<file path="src/rtl/pitch_pkg.sv">
// Shared types and helpers for the pitch tracker: FSM state encoding,
// sample-format check and the saturating height-target mapping.
package pitch_pkg;

   typedef enum logic [1:0] {
      CAPTURE,
      WAIT_FFT,
      SCAN,
      UPDATE
   } state_t;

   localparam int DEFAULT_N_BINS = 64;
   localparam int BIN_W = $clog2(DEFAULT_N_BINS);

   // A shifted sample must fit entirely inside one FFT word.
   function automatic bit sample_fits(input int sample_w, input int frac_shift, input int mag_w);
      return (sample_w + frac_shift) <= mag_w;
   endfunction

   // base + step*bin, clamped to the largest value a height_w-bit screen height can hold.
   function automatic int height_target(input int base, input int step, input int bin, input int height_w);
      longint t;
      longint lim;
      t   = longint'(base) + longint'(step) * longint'(bin);
      lim = (longint'(1) << height_w) - longint'(1);
      return (t > lim) ? int'(lim) : int'(t);
   endfunction

endpackage

</file>
<file path="src/rtl/pitch_tracker_peak_scanner.sv">
// Walks the FFT bin range one address per cycle and keeps the strongest bin;
// magnitudes return one cycle after their address, so compares trail by one.
module peak_scanner
   import pitch_pkg::*;
#(
   parameter int MIN_BIN = 1,
   parameter int MAX_BIN = 31,
   parameter int MAG_W   = 32,
   parameter int ADDR_W  = 6
) (
   input  logic              clk,
   input  logic              reset,
   input  logic              start,
   input  logic [MAG_W-1:0]  bin_mag,
   output logic [ADDR_W-1:0] bin_addr,
   output logic              done,
   output logic [ADDR_W-1:0] peak_bin,
   output logic [MAG_W-1:0]  peak_mag
);

   localparam logic [ADDR_W-1:0] FIRST_BIN = ADDR_W'(MIN_BIN);
   localparam logic [ADDR_W-1:0] LAST_BIN  = ADDR_W'(MAX_BIN);

   logic              issuing;
   logic              cmp_valid;
   logic [ADDR_W-1:0] cmp_bin;
   logic              have_peak;

   // Strict > keeps the earliest (lowest) bin on ties; the first compare always loads.
   always_ff @(posedge clk) begin
      if (reset) begin
         bin_addr  <= FIRST_BIN;
         issuing   <= 1'b0;
         cmp_valid <= 1'b0;
         cmp_bin   <= FIRST_BIN;
         have_peak <= 1'b0;
         peak_bin  <= FIRST_BIN;
         peak_mag  <= '0;
      end else begin
         cmp_valid <= issuing;
         cmp_bin   <= bin_addr;
         if (start) begin
            bin_addr  <= FIRST_BIN;
            issuing   <= 1'b1;
            have_peak <= 1'b0;
         end else if (issuing) begin
            if (bin_addr == LAST_BIN) begin
               issuing  <= 1'b0;
               bin_addr <= FIRST_BIN;
            end else begin
               bin_addr <= bin_addr + 1'b1;
            end
         end
         if (cmp_valid && (!have_peak || (bin_mag > peak_mag))) begin
            peak_mag  <= bin_mag;
            peak_bin  <= cmp_bin;
            have_peak <= 1'b1;
         end
      end
   end

   assign done = cmp_valid && (cmp_bin == LAST_BIN);

endmodule

</file>
<file path="src/rtl/pitch_tracker.sv">
// Pitch-to-height tracker: decimates and frames mic samples for an external FFT,
// scans the returned spectrum for its peak and turns that into a smoothed height.
module pitch_tracker
   import pitch_pkg::*;
#(
   parameter int SAMPLE_W     = 12,
   parameter int MAG_W        = 32,
   parameter int FRAC_SHIFT   = 16,
   parameter int N_BINS       = 64,
   parameter int DECIM        = 50000,
   parameter int MIN_BIN      = 1,
   parameter int MAX_BIN      = 31,
   parameter int HEIGHT_W     = 10,
   parameter int HEIGHT_BASE  = 16,
   parameter int HEIGHT_STEP  = 7,
   parameter int SMOOTH_SHIFT = 2,
   parameter int FFT_TIMEOUT  = 4096,
   localparam int ADDR_W      = $clog2(N_BINS)
) (
   input  logic                clk,
   input  logic                reset,
   input  logic                enable,
   input  logic [SAMPLE_W-1:0] mic_data,
   input  logic [MAG_W-1:0]    mag_threshold,
   output logic                fft_start,
   output logic                fft_sample_valid,
   output logic [MAG_W-1:0]    fft_sample,
   input  logic                fft_done,
   output logic [ADDR_W-1:0]   fft_bin_addr,
   input  logic [MAG_W-1:0]    fft_bin_mag,
   output logic [HEIGHT_W-1:0] height,
   output logic                height_valid,
   output logic                voiced,
   output logic                fft_timeout
);

   localparam int DECIM_W = $clog2(DECIM);
   localparam int WAIT_W  = $clog2(FFT_TIMEOUT + 1);

   localparam logic [DECIM_W-1:0]  DECIM_LAST  = DECIM_W'(DECIM - 1);
   localparam logic [ADDR_W-1:0]   SAMPLE_LAST = ADDR_W'(N_BINS - 1);
   localparam logic [WAIT_W-1:0]   WAIT_LAST   = WAIT_W'(FFT_TIMEOUT - 1);
   localparam logic [HEIGHT_W-1:0] HEIGHT_INIT = HEIGHT_W'(HEIGHT_BASE);

   if (!sample_fits(SAMPLE_W, FRAC_SHIFT, MAG_W)) begin : g_bad_format
      $error("pitch_tracker: SAMPLE_W + FRAC_SHIFT exceeds MAG_W");
   end

   state_t state, next_state;

   logic [DECIM_W-1:0] decim_cnt;
   logic [ADDR_W-1:0]  sample_idx;
   logic [WAIT_W-1:0]  wait_cnt;

   logic               tick;
   logic               last_sample;
   logic               wait_expired;
   logic               scan_start;
   logic               scan_done;
   logic [ADDR_W-1:0]  peak_bin;
   logic [MAG_W-1:0]   peak_mag;

   logic                  is_voiced;
   logic [HEIGHT_W-1:0]   target;
   logic signed [HEIGHT_W:0] diff;
   logic signed [HEIGHT_W:0] delta;
   logic [MAG_W-1:0]      sample_ext;

   assign tick         = (state == CAPTURE) && enable && (decim_cnt == DECIM_LAST);
   assign last_sample  = (sample_idx == SAMPLE_LAST);
   assign wait_expired = (wait_cnt == WAIT_LAST);
   assign scan_start   = (state == WAIT_FFT) && fft_done;
   assign sample_ext   = MAG_W'(mic_data);

   peak_scanner #(
      .MIN_BIN (MIN_BIN),
      .MAX_BIN (MAX_BIN),
      .MAG_W   (MAG_W),
      .ADDR_W  (ADDR_W)
   ) u_scanner (
      .clk      (clk),
      .reset    (reset),
      .start    (scan_start),
      .bin_mag  (fft_bin_mag),
      .bin_addr (fft_bin_addr),
      .done     (scan_done),
      .peak_bin (peak_bin),
      .peak_mag (peak_mag)
   );

   // Height step: signed one-bit-wider difference so downward moves shift arithmetically.
   always_comb begin
      is_voiced = (peak_mag >= mag_threshold);
      target    = HEIGHT_W'(height_target(HEIGHT_BASE, HEIGHT_STEP, int'(peak_bin), HEIGHT_W));
      diff      = $signed({1'b0, target}) - $signed({1'b0, height});
      delta     = diff >>> SMOOTH_SHIFT;
   end

   always_ff @(posedge clk) begin
      if (reset) begin
         state <= CAPTURE;
      end else begin
         state <= next_state;
      end
   end

   // fft_done is checked before the wait limit so a late-but-present result still counts.
   always_comb begin
      next_state = state;
      case (state)
         CAPTURE:  if (tick && last_sample) next_state = WAIT_FFT;
         WAIT_FFT: begin
            if (fft_done)          next_state = SCAN;
            else if (wait_expired) next_state = CAPTURE;
         end
         SCAN:     if (scan_done) next_state = UPDATE;
         UPDATE:   next_state = CAPTURE;
         default:  next_state = CAPTURE;
      endcase
   end

   always_ff @(posedge clk) begin
      if (reset) begin
         decim_cnt        <= '0;
         sample_idx       <= '0;
         wait_cnt         <= '0;
         fft_start        <= 1'b0;
         fft_sample_valid <= 1'b0;
         fft_sample       <= '0;
         height           <= HEIGHT_INIT;
         height_valid     <= 1'b0;
         voiced           <= 1'b0;
         fft_timeout      <= 1'b0;
      end else begin
         fft_start        <= 1'b0;
         fft_sample_valid <= 1'b0;
         height_valid     <= 1'b0;
         case (state)
            CAPTURE: begin
               wait_cnt <= '0;
               if (!enable) begin
                  decim_cnt  <= '0;
                  sample_idx <= '0;
               end else if (tick) begin
                  decim_cnt        <= '0;
                  fft_sample       <= sample_ext << FRAC_SHIFT;
                  fft_sample_valid <= 1'b1;
                  fft_start        <= (sample_idx == '0);
                  sample_idx       <= last_sample ? '0 : sample_idx + 1'b1;
               end else begin
                  decim_cnt <= decim_cnt + 1'b1;
               end
            end
            WAIT_FFT: begin
               if (!fft_done) begin
                  if (wait_expired) fft_timeout <= 1'b1;
                  else              wait_cnt    <= wait_cnt + 1'b1;
               end
            end
            UPDATE: begin
               voiced       <= is_voiced;
               height_valid <= 1'b1;
               if (is_voiced) height <= height + delta[HEIGHT_W-1:0];
            end
            default: ;
         endcase
      end
   end

endmodule

</file>
<file path="config.mk">
export PLATFORM = sky130hd
export DESIGN_NAME = pitch_tracker
export DESIGN_NICKNAME = d
export VERILOG_FILES = /design/src/rtl/pitch_pkg.sv /design/src/rtl/pitch_tracker_peak_scanner.sv /design/src/rtl/pitch_tracker.sv
export SDC_FILE = /design/constraint.sdc
export NUM_CORES = 1
export LEC_CHECK = 0
export ABC_CLOCK_PERIOD_IN_PS = 10700
export CORE_MARGIN = 2
export CORE_UTILIZATION = 58
export DETAILED_ROUTE_END_ITERATION = 7
export PLACE_DENSITY = 0.86
export SLEW_MARGIN = 15
export SYNTH_ARGS = -nofsm -noshare
export SYNTH_HDL_FRONTEND = slang
export SYNTH_SLANG_ARGS = --single-unit
</file>
<file path="constraint.sdc">
create_clock -name clk -period 10.7 [get_ports clk]
set_input_delay 2.14 -clock clk [delete_from_list [all_inputs] [get_ports clk]]
set_output_delay 2.14 -clock clk [all_outputs]
set_load 0.05 [all_outputs]
</file>
# Word level (Yosys, flattened, before mapping)
# Cells that the tools add are included.
[classes]
n_addsub = 7
multipliers = 1
magnitude_cmp = 3
n_eq_ne = 14
n_mux = 22
n_bitwise = 4
reduce_logical = 21
[ops]
columns = ["cell", "count"]
rows = [
  ["$ge 32x32->1", 1],
  ["$gt 32x32->1", 1],
  ["$mux 16", 2],
  ["$mux 13", 2],
  ["$pmux 13 s2", 1],
  ["$mux 6", 4],
  ["$add 16x1->16 const B", 1],
  ["$eq 16x16->1 const B", 1],
  ["$add 13x1->13 const B", 1],
  ["$eq 13x12->1 const B", 1],
  ["$add 6x1->6 const B", 2],
  ["$eq 6x5->1 const B", 2],
  ["$reduce_and 3->1", 4],
  ["$sub 10x10->11", 1],
  ["$add 10x10->10", 1],
  ["$add 5x9->10 const A", 1],
  ["$gt 10x10->1 const B", 1],
  ["$mux 10", 1],
  ["$mul 3x6->9 const A", 1],
  ["$mux 2", 4],
  ["$pmux 2 s4", 1],
  ["$mux 1", 7],
  ["$eq 6x6->1 const B", 1],
  ["$logic_and 1x1->1", 6],
  ["15 further kinds", 24],
]
[totals]
reg_bits = 117
out_inout_bits = 53
word_cells = 90

# Longest topological paths before layout
[logic_depth]
word_depth = 6
depth_mapped = 23
ltp_nobuf = 23

# Hierarchy
# A second synthesis with hierarchy kept.
[unflattened]
hier_cells = 933
area_unflattened_um2 = 7988.9
[by_module_without_submodules]
columns = ["module", "n_inst", "cells_per_inst", "area_per_inst_um2"]
rows = [
  ["pitch_tracker", 1, 599, 4936.0],
  ["peak_scanner", 1, 334, 3052.9],
]

# Worst setup path before layout
# OpenSTA, ideal clock, no wires.
[synth_timing]
path_kind = "register to register"
start = "reg u_scanner.peak_bin[1]"
end = "reg height[9]"
setup_time_ps = 70
t_arrival_ps = 4622
t_required_ps = 10630
slack_ps = 6007
path_stages_with_launch = 24
n_path_buf = 0
period_less_slack_ps = 4693
cell_sequence = "dfxtp_1 -> inv_1 -> fa_1 -> inv_1 -> ha_1 -> ha_1 -> inv_1 -> fa_1 -> inv_1 -> ha_1 -> a21o_1 -> a21oi_1 -> o21ai_0 -> and2_1 -> o21a_1 -> nor2_1 -> xnor2_1 -> ha_1 -> or3_1 -> a2bb2oi_1 -> a31oi_1 -> xor2_1 -> or3_1 -> a21oi_1"
[synth_between]
elab_chain_cells = 6
[synth_rtl]
columns = ["element", "line", "source"]
rows = [
  ["start, declared", "pitch_tracker_peak_scanner.sv:17", "output logic [ADDR_W-1:0] peak_bin,"],
  ["start signal, assigned", "pitch_tracker_peak_scanner.sv:56", "peak_bin <= cmp_bin;"],
  ["$mul 3x6->9 (*)", "pitch_pkg.sv:24", "t = longint'(base) + longint'(step) * longint'(bin);"],
  ["$add 5x9->10 (*)", "pitch_pkg.sv:24", ""],
  ["$gt 10x10->1", "pitch_pkg.sv:26", "return (t > lim) ? int'(lim) : int'(t);"],
  ["$mux 10 (*)", "pitch_pkg.sv:26", ""],
  ["$sub 10x10->11 (*)", "pitch_tracker.sv:95", "diff = $signed({1'b0, target}) - $signed({1'b0, height});"],
  ["$add 10x10->10 (*)", "pitch_tracker.sv:163", "if (is_voiced) height <= height + delta[HEIGHT_W-1:0];"],
  ["end signal, assigned", "pitch_tracker.sv:163", ""],
  ["end, declared", "pitch_tracker.sv:31", "output logic [HEIGHT_W-1:0] height,"],
]
# Every way passes the cells marked *; elsewhere a longest branch is shown, timed or not.
# A chain may end at the register's enable or synchronous reset.

# Final worst setup path
[layout_timing]
start = "in fft_bin_mag[31]"
end = "reg u_scanner.peak_mag[12]"
[layout_between]
elab_chain_cells = 3
[layout_rtl]
columns = ["element", "line", "source"]
rows = [
  ["start, declared", "pitch_tracker.sv:30", "input logic [MAG_W-1:0] fft_bin_mag,"],
  ["$gt 32x32->1", "pitch_tracker_peak_scanner.sv:54", "if (cmp_valid && (!have_peak || (bin_mag > peak_mag))) begin"],
  ["$logic_or 1x1->1", "pitch_tracker_peak_scanner.sv:54", ""],
  ["$logic_and 1x1->1", "pitch_tracker_peak_scanner.sv:54", ""],
  ["end signal, assigned", "pitch_tracker_peak_scanner.sv:55", "peak_mag <= bin_mag;"],
  ["end, declared", "pitch_tracker_peak_scanner.sv:18", "output logic [MAG_W-1:0] peak_mag"],
]
# Every way passes these cells.

==> impl_metrics.tcl <==
set metrics [dict create \
    fillers 983 \
    cts_tree "yes" \
    drive_above_1_share_pct 4.22 \
    postCtsHoldBufs 0 \
    htree_levels 4 \
    clk_path_buf_depth 2 \
    fp.coreArea_mm2 0.0132 \
    area.sequential_mm2 0.00234 \
    place_congestion 0.885 \
    vias 6551 \
    async_reset_ff_share_pct 0 \
    syn_avg_cell_area_um2 8.42 \
    start_kind "primary input" \
    dieHeight_um 120 \
    totalWireLength_mm 16.9 \
    p_total_w 0.00113 \
    cts_made_buffers 17 \
    n_antenna_cell 0 \
    dr.pass1.iters 5 \
    final_area_mm2 0.00959 \
    dr.max_layer_used "met4" \
    endpoint_kind "register" \
    crit_required_ns 11.04 \
    arrival_ns 5.60 \
    worstSetupPathType "primary input to register" \
    fp.dieW_um 120 \
    final_max_slew_viol_count 0 \
    post-route-period-util_pct 49.1 \
    grt_pass1_vias 6212 \
    hold_path_class "register to register" \
    ios 133 \
    synth_enable_flop_cells 0 \
    die_area_mm2 0.0144 \
    ir_worst_vdd_v 0.0000975 \
    drt-vias-per-instance 5.37 \
    outcome "finished clean" \
    worst_pin_slew_ns 1.01 \
    postCtsSetupRepairBufs 0 \
    drt.antenna.violating_nets 0 \
    synthFlopType "dfxtp_1" \
    ys_seq_area_share_pct 30.0 \
    rsz0062_at_grt "no" \
    port_buffers 112 \
    fmax_mhz 190 \
    finalClockSkew_ns 0.0111 \
    antenna_found_initial 0 \
    grt_pass1_wl_mm 28.3 \
    syn-cell-area_mm2 0.00781 \
    hold_viol 0 \
    r2r_slack_ns 5.67 \
    fin_setup_tns_ns 0 \
    grt_overflow_total 0 \
    synthCells 927 \
    setup_viol_count_final 0 \
    synth_cell_types 56 \
    instances_no_fill 1219 \
    final_cell_mix "dfxtp_1 (117), clkdlybuf4s50_1 (111), inv_1 (104)" \
    root_buffer "clkbuf_16" \
    met3_length_um 656 \
    nNetsFinal 1218 \
    wl_met1_mm 7.64 \
    clock_latency_ns 0.43 \
    rows 42 \
    reg2reg_depth 23 \
    wl_met2_mm 8.33 \
    grt_util_all_layers_pct 24.3 \
    ys_seq_elements 117 \
    r2r_start "u_scanner.peak_bin[1]" \
    cellPowerDensity_mw_per_mm2 118 \
    layout_commonest_cell "dfxtp_1" \
    wl_per_cell_um 13.9 \
    period_minus_slack_ns 5.25 \
    cts_resized 0 \
    post-place-ws_ns 5.09 \
    placed_cells 1187 \
    dp_hpwl_mm 12.3 \
    grt_max_degree 107 \
    drt-initial-drc-count 373 \
    synthToLayoutAreaGrowth_pct 22.8 \
    start_util_pct 59.2 \
    finalWorstSetupSlack_ns 5.45 \
    multi_input_comb_area_mm2 0.00486 \
    cp_max_fo 22 \
    leakage_nw 3.93 \
    hold_end "u_scanner.peak_bin[5]" \
    clk_pin_slew_ns 0.06 \
    drcViolationCount 0 \
    cap_violations 0 \
    place_area_mm2 0.00896 \
    ys.warnings.count 0 \
    rr_endpoint "height[9]" \
    min_path_cells 2 \
    max_slew_margin_pct 32.8 \
    cts.sinks 117 \
    hold_start "u_scanner.cmp_bin[5]" \
]
[where the power goes]
group | leakage [nW] | internal (W) | switching (W)
sequential | 0.942 | 0.000436 | 0.000000566
combinational | 2.69 | 0.0000433 | 0.0000473
clock | 0.300 | 0.000391 | 0.000216
total | 3.93 | 0.000870 | 0.000264
[how the worst max path moves through the flow]
stage	from	end	slack, ns	cells after the start
2_1_floorplan	u_scanner.peak_bin[1]	height[9]	6.01	23
3_3_place_gp	fft_bin_mag[31]	u_scanner.peak_mag[27]	5.22	10
3_5_place_dp	fft_bin_mag[31]	u_scanner.peak_mag[21]	5.09	10
4_1_cts	fft_bin_mag[31]	u_scanner.peak_mag[21]	5.51	10
5_1_grt	u_scanner.peak_bin[1]	height[9]	5.28	23
6_report	fft_bin_mag[31]	u_scanner.peak_mag[12]	5.45	10
[routing by layer]
metal  track usage (%)  vias up
met5                 0        -
met4              7.57        0
met3              5.85       21
met2              41.0      132
met1              30.5     3078
li1                  -     3320
[cells by family after synthesis]
family,after synthesis,synth area share (%)
simple gates,318,21.8
buf+inv,154,8.59
compound gates,138,10.5
flops,117,30.0
fa+ha+maj,108,18.0
mux,56,7.18
xor+xnor,35,3.93
other cells,1,0.0480
[worst max-delay path: stages]
cell	delay [ns]
clkdlybuf4s50_1	0.46
ha_1	0.32
nand4_1	0.18
nor4_1	0.63
a21oi_1	0.16
nand3_1	0.13
a21oi_1	0.04
and4bb_2	0.83
buf_4	0.44
mux2i_1	0.24
[state kept, by name, indices dropped and copies added (netlist names), named ones only]
signal	cells
decim_cnt	16
fft_sample_valid	1
height	10
fft_timeout	1
wait_cnt	13
sample_idx	6
u_scanner.bin_addr	6
fft_start	1
u_scanner.cmp_valid	1
u_scanner.cmp_bin	6
u_scanner.issuing	1
voiced	1
fft_sample	12
u_scanner.have_peak	1
u_scanner.peak_bin	6
height_valid	1
u_scanner.peak_mag	32
state	1
[per-stage QoR]
stage	utilization, %	hold slack, ns
after floorplan	-	0.442
after global placement	67.9	0.455
after detailed placement	67.9	0.458
after CTS	72.7	0.479
after global routing	72.7	0.505
final	72.7	0.483
[Yosys cell counts, types with 4 or more instances]
cell / number / area [µm²]
nand2b_1: 82 / 513
nor4_1: 5 / 31.3
nand3b_1: 4 / 30.0
and4_1: 4 / 35.0
nor3_1: 8 / 40.0
xor2_1: 14 / 123
o21ai_0: 37 / 185
fa_1: 7 / 140
a221oi_1: 4 / 35.0
a21o_1: 5 / 37.5
a211oi_1: 4 / 30.0
buf_2: 5 / 25.0
nand4_1: 21 / 131
inv_1: 104 / 390
ha_1: 101 / 1260
and2_1: 4 / 25.0
xnor2_1: 21 / 184
clkbuf_1: 20 / 75.1
a31oi_1: 5 / 31.3
a21oi_1: 55 / 275
nor2_1: 80 / 300
nand2_1: 46 / 173
buf_4: 23 / 173
and3_1: 10 / 62.6
dfxtp_1: 117 / 2340
nand3_1: 17 / 85.1
nor2b_1: 16 / 100
mux2i_1: 56 / 561
or3_1: 6 / 37.5
[layout make-up]
| type | count | area share [%] |
|---|---|---|
| Inverter | 104 | 4.07 |
| Timing Repair Buffer | 115 | 11.9 |
| Multi-Input combinational cell | 675 | 50.8 |
| Tap cell | 176 | 2.30 |
| Clock buffer | 17 | 4.44 |
| Sequential cell | 117 | 24.4 |
| Clock inverter | 15 | 2.10 |
Power figures use the tool's default switching activity.
